`src/rtl/flex_down_timer.sv`:
```
// flex_down_timer: loadable down-counter with one-shot and auto-reload modes.
//
// A start request loads load_val and begins counting down on each
// count_enable strobe. When the count would pass from 1 to 0, the timer
// expires: expire_flag pulses for one cycle, and then
//   - one-shot mode: the count goes to 0 and the timer goes idle
//   - periodic mode: the count reloads from the value captured at start
// A start with load_val == 0 expires immediately and leaves the timer idle.
//
// Ports
//   clk           system clock, rising edge
//   n_rst         asynchronous active-low reset
//   clear         synchronous abort to idle (highest priority)
//   start         single-cycle load-and-run request (restarts a running timer)
//   count_enable  decrement strobe
//   periodic      mode select, sampled at start (1 = auto-reload)
//   load_val      start value, sampled at start
//   count_out     registered current count
//   busy          registered, high while running
//   expire_flag   registered one-cycle expiry pulse
//
// state | meaning
// IDLE  | not counting; count_out holds, strobes ignored
// RUN   | counting down on count_enable
module flex_down_timer #(
    parameter int NUM_CNT_BITS = 4
) (
    input  logic                    clk,
    input  logic                    n_rst,
    input  logic                    clear,
    input  logic                    start,
    input  logic                    count_enable,
    input  logic                    periodic,
    input  logic [NUM_CNT_BITS-1:0] load_val,
    output logic [NUM_CNT_BITS-1:0] count_out,
    output logic                    busy,
    output logic                    expire_flag
);

    typedef enum logic {
        IDLE = 1'b0,
        RUN  = 1'b1
    } state_t;

    localparam logic [NUM_CNT_BITS-1:0] CNT_ZERO = '0;
    localparam logic [NUM_CNT_BITS-1:0] CNT_ONE  = NUM_CNT_BITS'(1);

    state_t                  state_q,  state_d;
    logic [NUM_CNT_BITS-1:0] count_q,  count_d;
    logic [NUM_CNT_BITS-1:0] reload_q, reload_d;
    logic                    mode_q,   mode_d;
    logic                    expire_q, expire_d;

    always_ff @(posedge clk or negedge n_rst) begin
        if (!n_rst) begin
            state_q  <= IDLE;
            count_q  <= CNT_ZERO;
            reload_q <= CNT_ZERO;
            mode_q   <= 1'b0;
            expire_q <= 1'b0;
        end else begin
            state_q  <= state_d;
            count_q  <= count_d;
            reload_q <= reload_d;
            mode_q   <= mode_d;
            expire_q <= expire_d;
        end
    end

    always_comb begin
        state_d  = state_q;
        count_d  = count_q;
        reload_d = reload_q;
        mode_d   = mode_q;
        expire_d = 1'b0;

        if (clear) begin
            state_d  = IDLE;
            count_d  = CNT_ZERO;
            reload_d = CNT_ZERO;
        end else if (start) begin
            // A restart simply overwrites the running count, so the
            // abandoned run can never produce an expiry.
            if (load_val != CNT_ZERO) begin
                state_d  = RUN;
                count_d  = load_val;
                reload_d = load_val;
                mode_d   = periodic;
            end else begin
                state_d  = IDLE;
                count_d  = CNT_ZERO;
                expire_d = 1'b1;
            end
        end else if (state_q == RUN && count_enable) begin
            if (count_q > CNT_ONE) begin
                count_d = count_q - CNT_ONE;
            end else if (count_q == CNT_ONE) begin
                expire_d = 1'b1;
                if (mode_q) begin
                    count_d = reload_q;
                end else begin
                    count_d = CNT_ZERO;
                    state_d = IDLE;
                end
            end
        end
    end

    assign count_out   = count_q;
    assign busy        = (state_q == RUN);
    assign expire_flag = expire_q;

endmodule

```
`config.mk`:
```
export PLATFORM = sky130hd
export DESIGN_NAME = flex_down_timer
export DESIGN_NICKNAME = d
export VERILOG_FILES = /design/src/rtl/flex_down_timer.sv
export SDC_FILE = /design/constraint.sdc
export NUM_CORES = 1
export LEC_CHECK = 0
export ABC_AREA = 1
export BUFFER_PORTS_ARGS = -buffer_cell sky130_fd_sc_hd__buf_2
export CORE_AREA = 2 2 39 41
export CTS_CLUSTER_SIZE = 8
export DETAILED_ROUTE_END_ITERATION = 10
export DIE_AREA = 0 0 41 43
export PLACE_DENSITY = 0.78
export SLEW_MARGIN = 25
export SYNTH_ARGS = -nofsm -noshare
export SYNTH_HDL_FRONTEND = slang
export SYNTH_SLANG_ARGS = --single-unit
```
`constraint.sdc`:
```
create_clock -name clk -period 2.8 [get_ports clk]
set_clock_uncertainty 0.15 [all_clocks]
set_input_delay 0.56 -clock clk [delete_from_list [all_inputs] [get_ports clk]]
set_output_delay 0.56 -clock clk [all_outputs]
set_load 0.01 [all_outputs]
```
* Word level (Yosys, flattened, before mapping)
Cells that the tools add are included.
Storage, ports and cells: input port bits 10, register bits after elaboration 11, logic and storage cells 45, output and inout bits 6
Cells by class: bitwise gates (word level) 1, $add $sub $neg 1, magnitude comparators 1, mux-type cells 23, eq/ne operators 3, reduce and logical (&&, ||, !) cells 11
Operators by type and width (number):
- $mux W4 | 10
- $mux W1 | 13
- $reduce_bool A4 Y1 | 2
- $ne A3 B3 Y1 const B | 2
- $reduce_bool A3 Y1 | 2
- $eq A4 B1 Y1 const B | 1
- $gt A4 B1 Y1 const B | 1
- $reduce_and A2 Y1 | 2
- $reduce_and A4 Y1 | 1
- $reduce_bool A2 Y1 | 2
- $sub A4 B1 Y4 const B | 1
- $reduce_and A3 Y1 | 1
- $logic_and A1 B1 Y1 | 1
- $not A1 Y1 | 1

* Longest topological paths before layout
depth in word-level cells 6, mapped depth 9, mapped depth without buffers 9

* Worst setup path after synthesis
OpenSTA, ideal clock, no wires.
path kind register to register, from register count_q[0], in the netlist count_out[0], to register count_q[3], in the netlist count_out[3], buffers on the path 0, data required time 2.534 ns, setup time 0.116 ns, arrival 1.261 ns, slack 1.272 ns, cell stages (with the launch flop) 9, clock period less this slack 1.528 ns, cells stage by stage dfrtp_1 -> inv_1 -> ha_1 -> o21ai_4 -> nand3_1 -> nand2_1 -> nand2_1 -> nand2_1 -> nand2_1
On the way: word-level cells in the longest chain between the ends 5, elaborated cells on any way between the ends 9, those cells by class add/sub (1); order compare (1); eq/ne (1); mux (4); reduce/logical (2)
Ends and longest elaborated chain:
- start: declaration | line 49 | logic [NUM_CNT_BITS-1:0] count_q, count_d;
- start signal: assignment | line 63 | count_q <= count_d;
- $sub A4 B1 Y4 / $gt A4 B1 Y1 (equally long branches) | line 96, 95
- $mux W4 | line 95 | if (count_q > CNT_ONE) begin
- $mux W4 | line 94 | end else if (state_q == RUN && count_enable) begin
- $mux W4 | line 81 | end else if (start) begin
- $mux W4 | line 77 | if (clear) begin
Several ways; a longest one is shown, not always the timed one. The select of a mux whose other input is x is not followed. A chain may end at the register's enable or synchronous reset.

* Worst setup path after layout
Same ends and word-level chain as after synthesis.

==> results.py <==
metrics = {
    "yosys": {
        "synthesis.area_um2": 706,
        "avgSynthCellArea_um2": 7.20,
        "synthCells": 98,
        "syn_nets": 110,
        "synth_seq_area_share_pct": 39.0,
        "ys_ff_latch": 11,
        "yosysWarnings": 0,
        "synth_cell_types": 17,
    },
    "grt": {
        "first_global_vias": 665,
        "grt_max_degree": 12,
        "antenna_found_initial": 0,
        "overflow": 0,
        "grt_pass1_wl_um": 2560,
        "track_usage_pct": 22.0,
    },
    "finish": {
        "seq_area_um2": 275,
        "multi_input_area_um2": 385,
        "layout_commonest_cell": "nand2_1",
        "final_cell_mix": "nand2_1 (39), buf_2 (15), nand3_1 (12)",
        "finalInstanceArea_um2": 827,
        "diodes": 0,
        "drive_above_1_share_pct": 26.5,
        "fin_nets": 130,
        "fillers": 137,
        "area_growth_pct": 17.2,
    },
    "routing": {
        "drc": 0,
        "vias_per_cell": 5.05,
        "met1_length_um": 596,
        "drt_first_pass_iters": 4,
        "drt_iter0_drc": 19,
        "met2RoutedLength_um": 728,
        "drtAntennaViolNets": 0,
        "num_vias": 672,
        "routed.top_layer": "met4",
        "wl_um": 1430,
        "wl_per_cell_um": 10.8,
        "dr_wl_met3_um": 77,
    },
    "timing": {
        "hold_viol": 5,
        "setup_viol": 0,
        "setup_tns_ps": 0,
        "fin_crit_sh_pct": 57.7,
        "tightest_slew_ps": 255,
        "drv_slew": 0,
        "rsz0062_at_grt": "no",
        "timing.final.crit_period_ps": 1620,
        "clock.fmax_ghz": 0.619,
        "hold_ws_ps": -12.1,
        "relSlewSlack_pct": 83.0,
    },
    "setup_path": {
        "crit_family": "flip-flops",
        "reg2reg_slack_ps": 1180,
        "cp_slowest_cell": "dfrtp_1",
        "start_kind": "flip-flop",
        "crit_chain": "inv_1 > ha_1 > o21ai_4 > nand3_1 > nand2_1 > nand2_1 > nand2_1 > nand2_1",
        "slowest_delay_ps": 420,
        "crit_fanout": 6,
        "crit_path_end_kind": "flip-flop",
        "cp.arrival_ps": 1630,
        "critical_path_buf_inv_count": 1,
        "path_common_cell": "nand2_1",
        "path_class": "reg -> reg",
        "cp.required_ps": 2810,
    },
    "cts": {
        "clk_latency_ps": 280,
        "cts_tree": "built",
        "clockBufferDepth": 2,
        "clock-root-buffer": "clkbuf_4",
        "post_cts_resized": 0,
        "clock_sinks": 11,
        "htree_levels": 1,
        "cts-hold-fix-buffers": 0,
        "path_clk_slew_ps": 70,
        "cts_setup_buffers": 0,
        "cts_made_buffers": 3,
    },
    "placed_design": {
        "portBuffers": 15,
        "place.gp.congestion": 0.805,
        "post-dp-hpwl_um": 1170,
        "place_area_um2": 801,
    },
    "floorplan": {
        "dieHeight_um": 43,
        "initial_utilization_pct": 51.0,
        "die_width_um": 41,
        "die_area_um2": 1760,
        "row_count": 14,
        "coreArea_um2": 1380,
        "io_pins": 16,
    },
    "run": {
        "cap_violations": 0,
    },
    "status": {
        "violations": "negative hold slack",
        "outcome": "finished with violations",
    },
    "power_and_ir_drop": {
        "cellPowerDensity_nw_per_um2": 531,
        "leakage_nw": 0.491,
        "vdd.ir_drop.worst_mv": 0.303,
    },
    "hold_path": {
        "hold_class": "in -> async",
    },
}
## state kept, by name (all words and copies together), names as in the netlist
register	count
count_out	4
reload_q	4
busy	1
expire_flag	1
mode_q	1
## final cells by class
class                           count  share of cell area [%]
Clock buffer                        4                    3.18
Inverter                           12                    5.45
Multi-Input combinational cell     75                    46.6
Sequential cell                    11                    33.3
Tap cell                           16                    2.42
Timing Repair Buffer               15                    9.08
## cells in the mapped netlist (all sizes together)
master | instances | area (um^2)
o211ai | 1 | 7.51
inv | 12 | 45.0
o21a | 1 | 7.51
nand3 | 13 | 70.1
nand2 | 43 | 176
dfrtp | 11 | 275
xnor2 | 1 | 8.76
ha | 2 | 25.0
nor2 | 11 | 63.8
o21ai | 3 | 26.3
## path summary, 6_finish.rpt
kind,startpoint,endpoint,depth (start not counted)
worst min register to register,reload_q[0],reload_q[0],2
min in group clk,periodic,mode_q,3
worst max-delay path,count_out[0],count_out[3],8
worst max register to register,count_out[0],count_out[3],8
max in group asynchronous,n_rst,expire_flag,1
worst min-delay path,n_rst,busy,1
## power by group
part / leakage, nW / internal, mW / switching, mW
Combinational: 0.332 / 0.0550 / 0.0864
Sequential: 0.144 / 0.173 / 0.0154
Clock: 0.0150 / 0.0552 / 0.0539
Total: 0.491 / 0.283 / 0.156
## cells by family (layout without fill, tap and decap cells)
kind of cell	Yosys count	in the layout	share of synthesized area, %
flip-flops	11	11	39.0
XOR/XNOR	1	1	1.24
AO/OA/AOI/OAI	5	5	5.85
buffers and inverters	12	31	6.38
adder cells (fa/ha/maj)	2	2	3.55
AND/OR/NAND/NOR	67	67	44.0
## through the flow
stage               hold slack [ps]  setup slack, ps  power, mW  cells  utilization (%)
finish                        -12.1             1180      0.439    133             59.8
global placement                288             1260      0.328    129             57.9
CTS                            1.48             1170      0.444    133             59.8
floorplan                       114             1270      0.293     98                -
detailed placement              299             1200      0.334    129             57.9
global route                   7.43             1090      0.474    133             59.8
## metal layers
layer	global-route usage [%]	up-vias
li1	-	345
met1	25.3	302
met2	33.8	21
met3	5.24	4
met4	15.3	0
met5	0	-
## worst register-to-register path, cell delays in order, from the launching register on
cell,delay [ps]
dfrtp_1,420
inv_1,100
ha_1,280
o21ai_4,230
nand3_1,110
nand2_1,70
nand2_1,40
nand2_1,50
nand2_1,40
Power figures use the tool's default switching activity.
